## config.mk

```make
export PLATFORM = sky130hd
export DESIGN_NAME = addsub_acc
export DESIGN_NICKNAME = d
export VERILOG_FILES = /design/src/rtl/addsub_acc.sv
export SDC_FILE = /design/constraint.sdc
export NUM_CORES = 1
export LEC_CHECK = 0
export ABC_AREA = 1
export CORE_MARGIN = 10
export CORE_UTILIZATION = 29
export CTS_CLUSTER_DIAMETER = 80
export DETAILED_ROUTE_END_ITERATION = 8
export MAX_ROUTING_LAYER = met4
export PLACE_DENSITY = 0.6
export SLEW_MARGIN = 5
export SYNTH_ARGS = -nofsm -noshare
export SYNTH_HDL_FRONTEND = slang
export SYNTH_SLANG_ARGS = --single-unit
```

## constraint.sdc

```tcl
create_clock -name Clk_in -period 1.8 [get_ports Clk_in]
set_input_delay 0.18 -clock Clk_in [delete_from_list [all_inputs] [get_ports Clk_in]]
set_output_delay 0.18 -clock Clk_in [all_outputs]
set_load 0.005 [all_outputs]
```

## src/rtl/addsub_acc.sv

```systemverilog
// addsub_acc: registered add/subtract unit with optional running accumulator.
// Valid/ready handshake on both sides; one-stage output register, full throughput.
// Optional feature macro: ADDSUB_ACC_SAT_EN (saturate accumulate-mode results).
module addsub_acc #(
  parameter int unsigned WIDTH = 8
) (
  input  logic             Clk_in,
  input  logic             Rst_in,
  input  logic [WIDTH-1:0] A_in,
  input  logic [WIDTH-1:0] B_in,
  input  logic             Sel_in,
  input  logic             Acc_in,
  input  logic             Clr_in,
  input  logic             Valid_in,
  output logic             Ready_out,
  output logic [WIDTH:0]   Rez_out,
  output logic             Ovf_out,
  output logic             Valid_out,
  input  logic             Ready_in
);

  localparam int unsigned RW = WIDTH + 1;
  localparam int unsigned XW = WIDTH + 2;

  localparam logic [0:0] S_EMPTY = 1'b0;
  localparam logic [0:0] S_FULL  = 1'b1;

  logic [0:0]    state_q, state_d;
  logic [RW-1:0] acc_q, acc_d;
  logic [RW-1:0] rez_q, rez_d;
  logic          ovf_q, ovf_d;

  logic          accept;
  logic          drain;
  logic [RW-1:0] op_x;
  logic [XW-1:0] raw;
  logic [RW-1:0] res;
  logic          res_ovf;

  assign Valid_out = (state_q == S_FULL);
  assign Rez_out   = rez_q;
  assign Ovf_out   = ovf_q;
  // A new result may be taken whenever the output slot is empty or is draining now.
  assign Ready_out = !Valid_out || Ready_in;
  assign accept    = Valid_in && Ready_out;
  assign drain     = Valid_out && Ready_in;

  // Arithmetic: a same-cycle clear zeroes the accumulator operand before use.
  always_comb begin
    op_x    = '0;
    raw     = '0;
    res     = '0;
    res_ovf = 1'b0;
    if (Acc_in) begin
      op_x = Clr_in ? '0 : acc_q;
    end else begin
      op_x = RW'(A_in);
    end
    if (Sel_in) begin
      raw = XW'(op_x) - XW'(B_in);
    end else begin
      raw = XW'(op_x) + XW'(B_in);
    end
    res     = raw[RW-1:0];
    res_ovf = Acc_in && raw[XW-1];
`ifdef ADDSUB_ACC_SAT_EN
    if (res_ovf) begin
      res = Sel_in ? '0 : '1;
    end
`endif
  end

  // Next-state for output-slot FSM, result register and accumulator.
  always_comb begin
    state_d = state_q;
    acc_d   = acc_q;
    rez_d   = rez_q;
    ovf_d   = ovf_q;
    case (state_q)
      S_EMPTY: begin
        if (accept) begin
          state_d = S_FULL;
        end
      end
      S_FULL: begin
        if (accept) begin
          state_d = S_FULL;
        end else if (drain) begin
          state_d = S_EMPTY;
        end
      end
      default: state_d = S_EMPTY;
    endcase
    if (accept) begin
      rez_d = res;
      ovf_d = res_ovf;
      acc_d = res;
    end else if (Clr_in) begin
      acc_d = '0;
    end
  end

  // State register with synchronous reset that overrides every other input.
  always_ff @(posedge Clk_in) begin
    if (Rst_in) begin
      state_q <= S_EMPTY;
      acc_q   <= '0;
      rez_q   <= '0;
      ovf_q   <= 1'b0;
    end else begin
      state_q <= state_d;
      acc_q   <= acc_d;
      rez_q   <= rez_d;
      ovf_q   <= ovf_d;
    end
  end

endmodule

```

Yosys cells after proc, flatten, opt, wreduce, memory -nomap -nowiden
Cells that the tools add are included.
- add/subtract/negate cells: 2
- multiplexer cells: 8
- bitwise logic cells: 1
- reduce and logical (&&, ||, !) cells: 5
- operators by type and width (operator ; count):
    9-bit 2-to-1 mux ; 3
    9-bit by 8-bit adder with 10-bit output ; 1
    10-bit 2-to-1 mux ; 1
    9-bit by 8-bit subtractor with 10-bit output ; 1
    1-bit logical AND ; 3
    1-bit 2-to-1 mux ; 3
    1-bit one-hot mux with 2 select lines ; 1
    1-bit zero test ; 1
    1-bit logical OR ; 1
    1-bit inverter ; 1
- register bits: 20
- input port bits: 23
- output and inout port bits: 12
- logic and storage cells: 20

Logic depth before layout (Yosys ltp)
- depth in word-level cells: 5
- gate-level depth with buffers: 17
- mapped depth without buffers: 17

Worst setup path before layout
OpenSTA, ideal clock, no wires.
- kind: in2reg
- from: input Clr_in
- to: register rez_q[6], in the netlist Rez_out[6]
- setup time: 67 ps
- data arrival time: 1839 ps
- required time: 1733 ps
- setup slack: -106 ps
- stages: 15
- path buffers: 1
- cells stage by stage: clkbuf_1 inv_1 nand2_1 nand2_1 o21ai_1 ha_1 inv_1 fa_1 nand3_1 nand2_2 a21oi_2 nor2_1 nor2_2 nand2_2 a21oi_2
- longest elaborated chain between the ends: 4
- elaborated cells on any way between the ends: 5
- classes of those cells: add/sub (2); mux (3)
- ends and longest elaborated chain (item ; line ; source):
    from (decl) ; 13 ; input logic Clr_in,
    9-bit 2-to-1 mux (*) ; n/a ;
    9-bit 2-to-1 mux (*) ; 54 ; if (Acc_in) begin
    9-bit by 8-bit adder with 10-bit output or 9-bit by 8-bit subtractor with 10-bit output (tied branches) ; 62, 60 ;
    10-bit 2-to-1 mux (*) ; 59 ; if (Sel_in) begin
    to (signal assigned) ; 113 ; rez_q <= rez_d;
    to (decl) ; 30 ; logic [RW-1:0] rez_q, rez_d;
Mark *: on every way between the ends. The rest lies on a longest branch, timed or not.
A chain may end at the register's enable or synchronous reset.

Worst setup path after layout
- from: register acc_q[0]
- to: register acc_q[6]
- longest elaborated chain between the ends: 5
- elaborated cells on any way between the ends: 6
- classes of those cells: add/sub (2); mux (4)
- ends and longest elaborated chain (item ; line ; source):
    from (decl) ; 29 ; logic [RW-1:0] acc_q, acc_d;
    from (signal assigned) ; 107 ; acc_q <= '0;
    from (signal assigned) ; 112 ; acc_q <= acc_d;
    9-bit 2-to-1 mux (*) ; n/a ;
    9-bit 2-to-1 mux (*) ; 54 ;
    9-bit by 8-bit adder with 10-bit output or 9-bit by 8-bit subtractor with 10-bit output (tied branches) ; 62, 60 ;
    10-bit 2-to-1 mux (*) ; 59 ;
    9-bit 2-to-1 mux (*) ; 94 ; if (accept) begin
Marked as above.

==> reports/metrics.yaml <==
sta:
  tightest_slew_ns: 0.302
  min_period_over_period_pct: 99.3
  maxSlewViolCount: 0
  post-route-min-period_ns: 1.79
  max-slew-margin-rel_pct: 79.7
  fmax_ghz: 0.559
  hold_slack_ns: 0.461
  rsz0062_at_grt: "yes"
  finalHoldViolCount: 0
  setup-violations-final: 0
  skew_ns: 0.00104
setup_path:
  cp_max_fo: 4
  cp_cell_sequence: "nand2_2 > nand2_1 > o21ai_1 > ha_2 > inv_2 > fa_2 > nand3_2 > nand2_4 > a21oi_2 > nor2_1 > nor2_2 > nand2_2 > a21oi_2"
  worstPathArrival_ns: 1.99
  worst_ep_required_time_ns: 2.00
  cp_slowest_stage_delay_ns: 0.37
  critPathKind: "reg -> reg"
  end_kind: "flop"
  crit_family: "adder cells"
  cp_num_buf_inv: 1
  cpMaxStageDelayCell: "fa_2"
  start_kind: "flop"
routing:
  via_count: 1686
  post-route-drc-count: 0
  post_drt_wl_per_cell_microns: 11.5
  drt-total-wl_mm: 4.38
  dr.pass1.iters: 4
  drtIter0Drc: 68
  via_per_inst: 4.44
  ant_nets: 0
status:
  status: "finished clean"
cts:
  holdBufCountCts: 0
  cts-root-buf: "clkbuf_8"
  clk_latency_ns: 0.26
  path_clk_slew_ns: 0.07
  htree_num_levels: 1
  cts_tree: "yes"
  clockBufferDepth: 2
  cts-buffers-inserted: 3
  clock-sinks: 20
global_routing:
  grt_max_degree: 26
  grt_pass1_vias: 1632
  grt_use_total_pct: 10.6
  antenna_found_initial: 0
  grt_pass1_wl_mm: 7.33
  grt_overflow: 0
place:
  placed_cells: 367
  routabilityCongestion: 0.848
  hpwlAfterDp_mm: 3.27
  io_buffers: 34
yosys:
  ys_seq_elements: 20
  avgSynthCellArea_sq_um: 6.28
  synthesis.instances: 237
  yosys_warnings: 0
  ys_seq_area_share_pct: 26.9
  synthDistinctLibCells: 26
  synthesis.nets: 271
  netlist_area_sq_mm: 0.00149
cells_and_area:
  layout_common_cells: "64 x nand2_1, 40 x buf_4, 23 x clkdlybuf4s50_1"
  drive_above_1_share_pct: 41.0
  fin_nets: 345
  area_delta_synth_final_pct: 71.0
  antenna_cells: 0
  final_cells: 380
  layout_commonest_cell: "nand2_1"
floorplanning:
  num_rows: 26
  die_h_microns: 91.7
  ioPinCount: 35
  core_sq_mm: 0.00504
  start_util_pct: 29.5
  die-area_sq_mm: 0.00840
  dieWidth_microns: 91.7
power_and_ir_drop:
  vdd_ir_drop_max_v: 0.000368
  power_density_mw_per_mm2: 637
  cellLeakagePower_nw: 1.17
min_path:
  hold_class: "in -> reg"
run:
  maxCapViolations: 0
[metal layers]
metal	part of all wire [%]	global-route usage [%]	vias up
met2	50	18.1	33
met3	4.4	2.69	6
met5	0	-	-
met4	1.7	2.74	0
li1	-	-	889
met1	44	12.0	758
[through the flow]
step / total power [mW] / utilization, % / cell area [sq um] / setup WS, ns / setup TNS, ns
6_report: 1.62 / 50.5 / 2550 / 0.0125 / 0
5_1_grt: 1.73 / 50.5 / 2550 / -0.122 / -0.655
4_1_cts: 1.52 / 46.8 / 2360 / 0.0142 / 0
3_5_place_dp: 1.12 / 42.6 / 2150 / -0.680 / -9.57
3_3_place_gp: 1.12 / 42.6 / 2150 / -0.623 / -9.00
2_1_floorplan: 0.859 / - / 1510 / 0.000479 / 0
[kinds of logic after synthesis]
family	after synthesis	share of synthesized area [%]
AOI/OAI and AO/OA	35	13.4
xor gates and xnor gates	7	4.12
adders and majority gates	11	9.75
buffers and inverters	40	10.3
DFF	20	26.9
and+or+nand+nor	124	35.5
[layout make-up]
class                   count  area (sq um)
repair buffers             75           628
flip-flops and latches     20           402
fillers                   472          2500
multi-input cells         177          1240
clock buffers               4          55.1
well taps                  70          87.6
inverters                  34           133
[what timing repair did]
| item | 4_1_cts | 5_1_grt |
|---|---|---|
| gates resized for setup | 42 | 48 |
| buffers inserted | 9 | 0 |
| pin swaps | 24 | 17 |
| endpoints found under the setup margin | 17 | 15 |
[synth_stat cells]
cell type	instances	area, sq um
nand2_4	1	11.3
inv_2	11	41.3
o21ai_0	1	5.00
nor2_2	2	12.5
a21o_1	1	7.51
ha_1	10	125
nand2_2	3	18.8
nand3_2	2	20.0
a21oi_2	5	43.8
nand3b_1	1	7.51
xnor2_1	1	8.76
o21bai_1	1	7.51
nand2_1	80	300
buf_2	3	15.0
or2_2	1	6.26
fa_1	1	20.0
xor2_1	6	52.6
or2_1	2	12.5
nor2_1	17	63.8
inv_1	23	86.3
o21ai_1	3	15.0
nand3_1	14	70.1
dfxtp_1	20	400
nand4_1	1	6.26
a21oi_1	24	120
clkbuf_1	3	11.3
[worst paths after layout]
kind              startpoint          to  slack (ns)  cells after the start
setup / recovery    acc_q[0]    acc_q[6]        0.01                     13
hold / removal        Acc_in     Ovf_out        0.46                      5
hold reg to reg   Rez_out[8]  Rez_out[8]        0.47                      2
setup reg to reg    acc_q[0]    acc_q[6]        0.01                     13
[power by group]
part	leakage [nW]	switching [mW]	internal [mW]
logic	0.980	0.389	0.380
registers	0.165	0.0189	0.490
clock network	0.0288	0.148	0.195
[worst min-delay path: stages]
cell,delay [ns]
clkbuf_2,0.13
inv_2,0.15
nor2_1,0.07
nand3_1,0.08
a21oi_1,0.05
[registers in the layout, indices dropped and copies added (netlist names)]
signal     flops
Valid_out      1
acc_q          9
Rez_out        9
Ovf_out        1
Note: power is estimated with default switching activity, not from simulation.
